**src/rtl/spike_fifo_arbiter.sv**
```systemverilog
// Purpose: drains NUM_SRC FWFT spike FIFOs round-robin into one downstream FIFO, one timestep per ts_start.
// Latency: source head reaches dst_din/dst_wr_en combinationally in XFER; one ARB cycle between grants.
// Backpressure: dst_full holds the current grant in XFER with nothing popped or pushed until it clears.
module spike_fifo_arbiter #(
    parameter int NUM_SRC    = 4,
    parameter int DATA_WIDTH = 32,
    parameter int BURST_MAX  = 4,
    parameter int SRC_W      = $clog2(NUM_SRC)
) (
    input  logic                          clk,
    input  logic                          rst,
    input  logic                          ts_start,
    input  logic [NUM_SRC*DATA_WIDTH-1:0] src_dout,
    input  logic [NUM_SRC-1:0]            src_empty,
    output logic [NUM_SRC-1:0]            src_rd_en,
    output logic [DATA_WIDTH-1:0]         dst_din,
    output logic [SRC_W-1:0]              dst_src_id,
    output logic                          dst_wr_en,
    input  logic                          dst_full,
    output logic                          busy,
    output logic                          ts_done,
    output logic [15:0]                   spike_count
);

    localparam int BC_W = $clog2(BURST_MAX + 1);

    typedef enum logic [1:0] {
        IDLE = 2'd0,
        ARB  = 2'd1,
        XFER = 2'd2,
        DONE = 2'd3
    } state_t;

    state_t           state;
    state_t           state_nxt;
    logic [SRC_W-1:0] grant;
    logic [SRC_W-1:0] last_grant;
    logic [BC_W-1:0]  burst_cnt;
    logic [SRC_W-1:0] arb_idx;
    logic             arb_found;
    logic [SRC_W:0]   cand_sum;
    logic             xfer;
    logic             burst_last;

    // A word moves only when the granted source has data and downstream has room.
    assign xfer       = (state == XFER) && !src_empty[grant] && !dst_full;
    assign burst_last = (burst_cnt == BC_W'(BURST_MAX - 1));

    // Round-robin search: walk from last_grant+1 with wrap; iterating downward lets the nearest hit win.
    always_comb begin
        arb_found = 1'b0;
        arb_idx   = '0;
        cand_sum  = '0;
        for (int k = NUM_SRC; k >= 1; k--) begin
            cand_sum = {1'b0, last_grant} + (SRC_W + 1)'(k);
            if (cand_sum >= (SRC_W + 1)'(NUM_SRC)) begin
                cand_sum = cand_sum - (SRC_W + 1)'(NUM_SRC);
            end
            if (!src_empty[cand_sum[SRC_W-1:0]]) begin
                arb_found = 1'b1;
                arb_idx   = cand_sum[SRC_W-1:0];
            end
        end
    end

    // State register.
    always_ff @(posedge clk) begin
        if (rst) begin
            state <= IDLE;
        end else begin
            state <= state_nxt;
        end
    end

    // Next-state: an empty grant or a finished burst sends XFER back to arbitration.
    always_comb begin
        state_nxt = state;
        case (state)
            IDLE: if (ts_start) state_nxt = ARB;
            ARB:  state_nxt = arb_found ? XFER : DONE;
            XFER: begin
                if (src_empty[grant]) begin
                    state_nxt = ARB;
                end else if (!dst_full && burst_last) begin
                    state_nxt = ARB;
                end
            end
            DONE: state_nxt = IDLE;
            default: state_nxt = IDLE;
        endcase
    end

    // Grant, rotation pointer, burst length and per-timestep word count.
    always_ff @(posedge clk) begin
        if (rst) begin
            grant       <= '0;
            last_grant  <= SRC_W'(NUM_SRC - 1);
            burst_cnt   <= '0;
            spike_count <= '0;
        end else begin
            if (state == IDLE && ts_start) begin
                spike_count <= '0;
            end
            if (state == ARB && arb_found) begin
                grant     <= arb_idx;
                burst_cnt <= '0;
            end
            if (state == XFER) begin
                if (src_empty[grant]) begin
                    last_grant <= grant;
                end else if (!dst_full) begin
                    burst_cnt <= burst_cnt + BC_W'(1);
                    if (spike_count != 16'hFFFF) begin
                        spike_count <= spike_count + 16'd1;
                    end
                    if (burst_last) begin
                        last_grant <= grant;
                    end
                end
            end
        end
    end

    // Outputs: strobes only on a real transfer, data path parked at zero while idle or in reset.
    always_comb begin
        src_rd_en  = '0;
        dst_wr_en  = 1'b0;
        dst_din    = '0;
        dst_src_id = '0;
        busy       = 1'b0;
        ts_done    = 1'b0;
        if (!rst) begin
            busy    = (state != IDLE);
            ts_done = (state == DONE);
            if (state != IDLE) begin
                dst_src_id = grant;
                dst_din    = src_dout[int'(grant) * DATA_WIDTH +: DATA_WIDTH];
            end
            if (xfer) begin
                src_rd_en[grant] = 1'b1;
                dst_wr_en        = 1'b1;
            end
        end
    end

endmodule

```
**config.mk**
```make
export PLATFORM = sky130hd
export DESIGN_NAME = spike_fifo_arbiter
export DESIGN_NICKNAME = d
export VERILOG_FILES = /design/src/rtl/spike_fifo_arbiter.sv
export SDC_FILE = /design/constraint.sdc
export NUM_CORES = 1
export LEC_CHECK = 0
export ABC_AREA = 1
export CORE_ASPECT_RATIO = 1.75
export CORE_MARGIN = 8
export CORE_UTILIZATION = 35
export CTS_CLUSTER_DIAMETER = 150
export CTS_CLUSTER_SIZE = 40
export DETAILED_ROUTE_END_ITERATION = 8
export GPL_TIMING_DRIVEN = 0
export PLACE_DENSITY = 0.82
export SLEW_MARGIN = 25
export SYNTH_ARGS = -nofsm -noshare
export SYNTH_HDL_FRONTEND = slang
export SYNTH_SLANG_ARGS = --single-unit
```
**constraint.sdc**
```tcl
create_clock -name clk -period 1.7 [get_ports clk]
set_input_delay 0.34 -clock clk [delete_from_list [all_inputs] [get_ports clk]]
set_output_delay 0.34 -clock clk [all_outputs]
set_load 0.02 [all_outputs]
```
## Word-level counts from Yosys, hierarchy flattened

Cells that the tools add are included.

- Flip-flop bits (word level): 25
- Input bits: 136

- Add/subtract/negate cells: 10
- Magnitude comparators: 10
- Equal/unequal tests: 8
- Shift operators: 1
- Muxes and demuxes: 51
- Reduce and logical (&&, ||, !) cells: 13

Operators with widths:

| cell | count |
|---|---|
| $shiftx 128x8->32 | 1 |
| $mux 16 | 5 |
| $mux 32 | 2 |
| $mux 2 | 16 |
| $add 16x1->16 const B | 1 |
| $ne 16x16->1 const B | 1 |
| $lt 2x3->1 const B | 5 |
| $mux 1 | 15 |
| $ge 3x3->1 const B | 4 |
| $mux 3 | 4 |
| $bmux 1 s2 | 5 |
| $mux 4 | 2 |
| $pmux 2 s4 | 1 |
| $sub 2x1->2 const B | 4 |
| $add 2x2->3 const B | 2 |
| $logic_and 1x1->1 | 6 |
| $eq 2x2->1 const B | 2 |
| $reduce_bool 2->1 | 2 |
| $add 2x1->3 const B | 1 |
| $add 2x3->3 const B | 1 |
| $add 3x1->3 const B | 1 |
| $eq 3x2->1 const B | 1 |
| $ne 3x1->1 const B | 1 |
| $reduce_and 3->1 | 1 |
| 8 further kinds | 9 |

## Longest topological paths before layout

Gate-level depths: netlist of the first run.

- Depth in word-level cells: 14
- Gate-level depth with buffers: 11

## Worst setup path after synthesis of the first run

OpenSTA, ideal clock, no wires.

- Kind: input-to-output
- Start: input rst
- End: output dst_din[24]
- Arrival: 1.735 ns
- Path slack: -0.375 ns
- Stages: 5
- Path buffers: 2
- Path through: buf_2 > nor2_1 > clkinv_1 > clkbuf_1 > a31oi_1

- Word-level cells in the longest chain between the ends: 1

Ends and longest elaborated chain:

| element | line | source |
|---|---|---|
| start, declared | 11 | `input logic rst,` |
| $mux 32 | 132 | `if (!rst) begin` |
| end, declared | 16 | `output logic [DATA_WIDTH-1:0] dst_din,` |

Every way passes these cells.

## Final worst setup path of the first run

- Start: register grant[0]
- End: output src_rd_en[3]

- Word-level cells in the longest chain between the ends: 7

Ends and longest elaborated chain:

| element | line | source |
|---|---|---|
| start, declared | 36 | `logic [SRC_W-1:0] grant;` |
| start signal, assigned | 105 | `grant <= arb_idx;` |
| branches (longest 5 deep; another with $lt 2x3->1) | - |  |
| $mux 4 * | 139 | `if (xfer) begin` |
| $mux 4 * | 132 |  |
| end, declared | 15 | `output logic [NUM_SRC-1:0] src_rd_en,` |

Every way passes the cells marked *. The select of a mux whose other input is x is not followed.

==> results of run 1 <==
## worst max-delay path, delay by kind of cell, from the launching register on
kind	cells	cell delay (ns)
simple gates	6	0.65
buf+inv	2	0.28
flops	1	0.36
compound gates	1	0.05
## through the flow
stage	setup TNS (ns)	std cells	total power, mW	area [µm²]
3_5_place_dp	-37.22	721	2.364	5115
3_3_place_gp	-36.24	721	2.340	5115
6_report	-7.835	755	3.568	6192
4_1_cts	-7.601	742	3.209	5688
2_1_floorplan	-0.1794	444	1.634	3095
5_1_grt	-9.170	754	3.694	6190
## cell type report
| type | count | area, µm² | share of cell area [%] |
|---|---|---|---|
| inverter | 36 | 165.2 | 2.667 |
| clock inverter | 1 | 5.005 | 0.08082 |
| antenna | 1 | 2.502 | 0.04041 |
| clock buffer | 3 | 75.07 | 1.212 |
| sequential | 25 | 525.5 | 8.487 |
| tap | 86 | 107.6 | 1.738 |
| timing repair buffer | 219 | 2258 | 36.47 |
| multi-input combinational | 356 | 2685 | 43.36 |
| buffer | 28 | 367.9 | 5.941 |
## where the power goes
part           internal [mW]  switching [mW]
registers              0.614          0.0478
clock network          0.319           0.237
logic                   1.12            1.23
total                   2.05            1.52
## cell families after synthesis
| logic type | synth area share [%] |
|---|---|
| buffers and inverters | 9.932 |
| flip-flops | 19.19 |
| XOR/XNOR | 0.6719 |
| AND/OR/NAND/NOR | 44.10 |
| AO/OA/AOI/OAI | 24.66 |
| adder cells (fa/ha/maj) | 1.440 |
## registers in the layout, indices dropped and copies added, names as in the netlist
name / flops
burst_cnt: 3
state: 2
spike_count: 16
last_grant: 2
grant: 2
## how the worst max path moves through the flow
stage                     cells after the start  slack (ns)         start            to
final                                         9       -0.25      grant[0]  src_rd_en[3]
after global routing                          9       -0.31      grant[0]  src_rd_en[3]
after CTS                                     9       -0.26      grant[0]  src_rd_en[0]
after detailed placement                      9       -1.15  src_empty[0]  src_rd_en[0]
after global placement                        9       -1.15  src_empty[3]  src_rd_en[0]
after floorplan                               6       -0.09      state[1]  src_rd_en[0]
## placed cells by master (no fill, tap or decap), drive strengths merged, types with 2 or more instances in the layout
| cell | Yosys | final |
|---|---|---|
| nand4 | 5 | 5 |
| nand2 | 104 | 105 |
| inv | 33 | 33 |
| xor2 | 2 | 2 |
| dlygate4sd2 | 0 | 6 |
| o211ai | 2 | 2 |
| clkbuf | 17 | 18 |
| o21ai | 14 | 14 |
| a31oi | 33 | 33 |
| a22oi | 32 | 32 |
| clkdlybuf4s50 | 0 | 141 |
| nand3 | 83 | 83 |
| ha | 3 | 3 |
| o31ai | 2 | 2 |
| dfxtp | 25 | 25 |
| nor3 | 11 | 11 |
| clkinv | 3 | 4 |
| buf | 11 | 81 |
| nor2 | 44 | 44 |
| dlymetal6s2s | 0 | 4 |
| a21oi | 15 | 15 |
## timing repair
item / CTS / global route
endpoints found under the setup margin: 56 / 63
hold endpoints to repair: 0 / 0
resized for setup: 330 / 111
gates cloned: 3 / 3
pin swaps: 12 / 15
buffers inserted: 14 / 10
## per-layer routing
metal  up-vias  routed length (µm)
li1       2017                   -
met4         0                 789
met3        76                1972
met5         -                   0
met1      2122                5811
met2       363                9201
==> run metrics, run 1 <==
CTS tree done; number of global-route vias before repair 4520; total global routing overflow 0; H-tree Lvls 1; Post-Synthesis Cells 444; area leader, netlist dfxtp_1; CP Max Fanout 6; Worst Hold Launch rst; DIE WIDTH 81.25 µm; violated checks negative setup slack; Worst-path clk slew 0.06 ns; Most used DFF post-synth dfxtp_1; RSZ-0062 raised after global routing yes; outcome complete, but fails checks; CP endpoint kind primary output; DIE AREA 10580 µm²; final worst-path cycle share 114.8%; Hold Buf Count CTS 0; Core Area 7233 µm²; #FFs+latches synth 25; Post-Place Setup Slack -1.150 ns; met2 Use GR 52.75%; Root Driver clkbuf_16; YS warnings 0; pwr/cell area 576.2 nW/µm²; largest cells by area after synthesis dfxtp_1 19%, nand3_1 16%, nand2_1 15%; CP required 1.36 ns; filler instances 375; Max IR drop VDD 0.3861 mV; Reg-to-Reg Start grant[0]; Num Clock Sinks 25; Pleak 2.380 nW; Final Util 85.61%; CTS max path bufs 2; Hold Crit Endpoint spike_count[0]; Vias/cell 6.064; first-pass GRT wire length 23330 µm; Residual DRC 0; io pins 193; drt total wl 17780 µm; GR peak layer met2; EDFF count, synth 0; Max Clock Freq 512.6 MHz; syn avg cell area 5.873 µm²; max incr delay on CP 0.36 ns; Pins Over Slew Limit 0; Layout area overhead 137.5%; worst hold margin 0.4347 ns; Mapped Nets 583; Worst Setup Start Kind flop; R2R Path End spike_count[10]; CP max-delay cell dfxtp_4; # port buffers 191; R2R Setup Slk -0.02 ns; M1 GR Usage 29.00%; fin worst setup slack -0.2509 ns; Final Setup Violations 40; Initial Util 36.05%; nets 808; Worst slew margin 61.85%; Detail Placement HPWL 12010 µm; largest net degree at the start of global routing 15; ratio of cells with drive above 1 in the final layout 33.23%; area of the mapped netlist 2608 µm²; TritonCTS Buffers 3; Distinct cells, synth 35; die height 130.2 µm; first-pass iteration count of the detailed router 5; most frequent cell after synthesis nand2_1; Max Cap Viol 0; worst slew pin tran 0.5722 ns; R2R depth 11; Tmin final 1.951 ns; met3 global-route usage 7.920%; area fraction of the dominant cell type after synthesis 19.19%; clk_skew 0.008574 ns; initial DRC count 452; share of synthesized registers carrying an async set or reset 0%; worst skew pair latency 0.27 ns; endpoints failing hold 0; antenna violations before repair 0; sequential area share after synthesis 19.19%; post-route ant nets 0; Crit Path Class flop to primary output; crit-path cells buf_6 > nand2_2 > o21ai_2 > nand2_2 > nand2_4 > nor2_4 > nand2_4 > nor3_4 > buf_6; Hold Path Depth 2; routed vias 4578; worst hold path class input port to flop; commonest cells in the netlist 102 x nand2_1, 82 x nand3_1, 41 x nor2_1; worst path arrival time 1.61 ns; DR WL/cell 23.54 µm; routability cong. 0.9996; FP Rows 41; Total GRT Usage 28.54%
(Power assumes the default switching activity.)
==> inputs of run 2 (changes only) <==
CTS_CLUSTER_SIZE = 28   (was 40)
==> results of run 2 <==
The final DEF is identical to that of run 1; final timing and power are the same.
==> inputs of run 3 (changes only) <==
CELL_PAD_IN_SITES_DETAIL_PLACEMENT = 1   (was not set)
CELL_PAD_IN_SITES_GLOBAL_PLACEMENT = 2   (was not set)
CORE_UTILIZATION = 16   (was 35)
PLACE_DENSITY = not set   (was 0.82)
PLACE_DENSITY_LB_ADDON = 0.1   (was not set)
==> run 3 against run 2 <==
Against the previous run:
- the run still ends with negative setup slack left
- die area is 97% higher
- combinational power hardly changed
- final area increased by 0.61%
- critical endpoint is now dst_din[26]
- largest power group unchanged
- highest routed layer is now met5
==> run metrics, run 3 (same netlist as run 1, synthesis figures left out) <==
outcome complete, but fails checks; violated checks negative setup slack; Reg-to-Reg Start spike_count[0]; Root Driver clkbuf_16; most common cell after layout, fill and taps aside clkdlybuf4s50_1; worst skew pair latency 0.27 ns (about the same); Total GRT Usage 15.91% (-13 points); clk_skew 0.003647 ns (-0.004927 ns); DIE AREA 20800 µm² (+97%); Core Area 16210 µm² (+120%); Top reg by flops spike_count; largest net degree at the start of global routing 14 (-1); Vias/cell 4.775 (-21%); Crit Path Class flop to primary output; CTS tree done; diodes inserted 0 (-1); max reg flops 16 (unchanged); crit-path cells nor2_4 > buf_12 > clkbuf_16 > a22oi_2 > a31oi_4 > buf_6; ratio of cells with drive above 1 in the final layout 32.54% (-0.70 points); Hold Buf Count CTS 0 (unchanged); Max Clock Freq 524.4 MHz (+2.3%); number of global-route vias before repair 4565 (+1.0%); RSZ-0062 raised after global routing yes; # port buffers 191 (unchanged); placed insts 827 (+15%); Final Util 38.42% (-47 points); Layout area overhead 138.9%; Initial Util 16.08% (-20 points); commonest non-fill, non-tap cells in the layout 137 x clkdlybuf4s50_1, 96 x nand2_1, 76 x nand3_1; worst hold margin 0.4210 ns (-0.01369 ns); Worst slew margin 56.64% (-5.2 points); fin area 6230 µm² (+0.61%); FP Rows 62 (+51%); pwr/cell area 573.0 nW/µm² (-0.55%); Worst Setup Start Kind flop; CTS max path bufs 2 (unchanged); Hold Crit Endpoint spike_count[0]; R2R Path End spike_count[13]; Max Cap Viol 0 (unchanged); Worst path depth 6 (-3); CP Max Fanout 5 (-1); Detail Placement HPWL 14210 µm (+18%); Worst Hold Launch rst; Num Clock Sinks 25 (unchanged); Crit path max-delay family buffers and inverters; DR WL/cell 20.42 µm (-13%); die height 184.9 µm (+42%); filler instances 1929 (+410%); routed vias 4116 (-10%); fin worst setup slack -0.2069 ns (+0.04401 ns); Post-DP Area 5248 µm² (+2.6%); worst slew pin tran 0.6504 ns (+0.07812 ns); Final Setup Violations 39 (-2.5%); R2R depth 9 (-2); Pleak 2.377 nW (-0.11%); io pins 193 (unchanged); H-tree Lvls 1 (unchanged); CP endpoint kind primary output; initial DRC count 87 (-81%); biggest regs spike_count: 16 flops, burst_cnt: 3 flops; Max IR drop VDD 0.2958 mV (-23%); endpoints failing hold 0 (unchanged); worst hold path class input port to flop; CP max-delay cell dfxtp_4; worst path arrival time 1.57 ns (-0.04 ns); post-route non-filler standard cell count 862 (+14%); nets 810 (+0.25%); first-pass GRT wire length 25700 µm (+10%); antenna violations before repair 1 (+1); Tmin final 1.907 ns (-0.04401 ns); DIE WIDTH 112.5 µm (+38%); Pins Over Slew Limit 0 (unchanged); TritonCTS Buffers 3 (unchanged); R2R Setup Slk 0.14 ns (+0.16 ns); drt total wl 17600 µm (-0.96%); Residual DRC 0 (unchanged); Worst-path clk slew 0.07 ns (about the same); Bufs and invs on worst path 3 (+1); max incr delay on CP 0.41 ns (+0.05 ns); final worst-path cycle share 112.2% (-2.6 points); first-pass iteration count of the detailed router 4 (-1); post-route ant nets 0 (unchanged); total global routing overflow 0 (unchanged); Hold Path Depth 2 (unchanged); CP required 1.36 ns (about the same); routability cong. 0.8155 (-18%)
==> run 3: cell count changes in the layout (fill, tap and decap cells not counted), moves of 4 or more <==
cell / delta
nand2_1: +8
nand3_1: -5
nand3_2: +5
nand2_2: -7
clkdlybuf4s50_1: -4
buf_6: -16
buf_4: +15
==> run 3: worst max path at each step <==
| stage | start | slack [ns] | endpoint |
|---|---|---|---|
| after floorplan | state[1] | -0.09 | src_rd_en[0] |
| after global placement | src_empty[1] | -1.21 | src_rd_en[0] |
| after detailed placement | src_empty[1] | -1.25 | src_rd_en[2] |
| after CTS | grant[0] | -0.24 | dst_din[26] |
| after global routing | grant[0] | -0.25 | src_rd_en[2] |
| final | grant[1] | -0.21 | dst_din[26] |
==> run 3: worst register-to-register path, cell delays in order, from the launching register on <==
cell,delay (ns)
dfxtp_4,0.38
ha_4,0.16
nand3_4,0.11
nor3_4,0.21
nand4_4,0.16
nand2_8,0.13
buf_8,0.15
nand2_1,0.06
nand2_1,0.05
nor2_1,0.05
==> run 3: what timing repair did <==
action                                  4_1_cts  5_1_grt
gates resized for setup                     381       38
endpoints found under the setup margin       61       60
cloned                                        3        3
pin swaps                                    18       12
setup buffers                                19        6
==> run 3: layout make-up <==
| type | count | area (µm²) | area share [%] |
|---|---|---|---|
| Clock buffer | 4 | 78.83 | 1.265 |
| Inverter | 36 | 158.9 | 2.551 |
| Multi-Input combinational cell | 355 | 2604 | 41.80 |
| Buffer | 28 | 416.7 | 6.688 |
| Timing Repair inverter | 1 | 11.26 | 0.1808 |
| Timing Repair Buffer | 221 | 2197 | 35.27 |
| Sequential cell | 25 | 523.0 | 8.395 |
| Tap cell | 192 | 240.2 | 3.856 |
==> run 3: stage by stage <==
| step | total power, mW | setup WS (ns) | TNS [ns] |
|---|---|---|---|
| after floorplan | 1.634 | -0.08971 | -0.1794 |
| after global placement | 2.419 | -1.212 | -42.79 |
| after detailed placement | 2.438 | -1.250 | -44.26 |
| after CTS | 3.520 | -0.2382 | -6.875 |
| after global routing | 3.750 | -0.2528 | -8.285 |
| final | 3.570 | -0.2069 | -5.911 |
==> run 3: metal layers <==
metal  up-vias  part of all wire (%)  GRT usage (%)
li1       2017                     -              -
met1      1953                    33          13.98
met4         2                  0.84          3.040
met5         -                 0.074              0
met3        10                   7.4          5.387
met2       134                    59          33.45
==> run 3: report_power, final <==
part           internal [mW]  switching, mW  leakage (nW)
Sequential             0.614         0.0426         0.207
Clock                  0.323          0.253        0.0382
Combinational           1.15           1.18          2.13
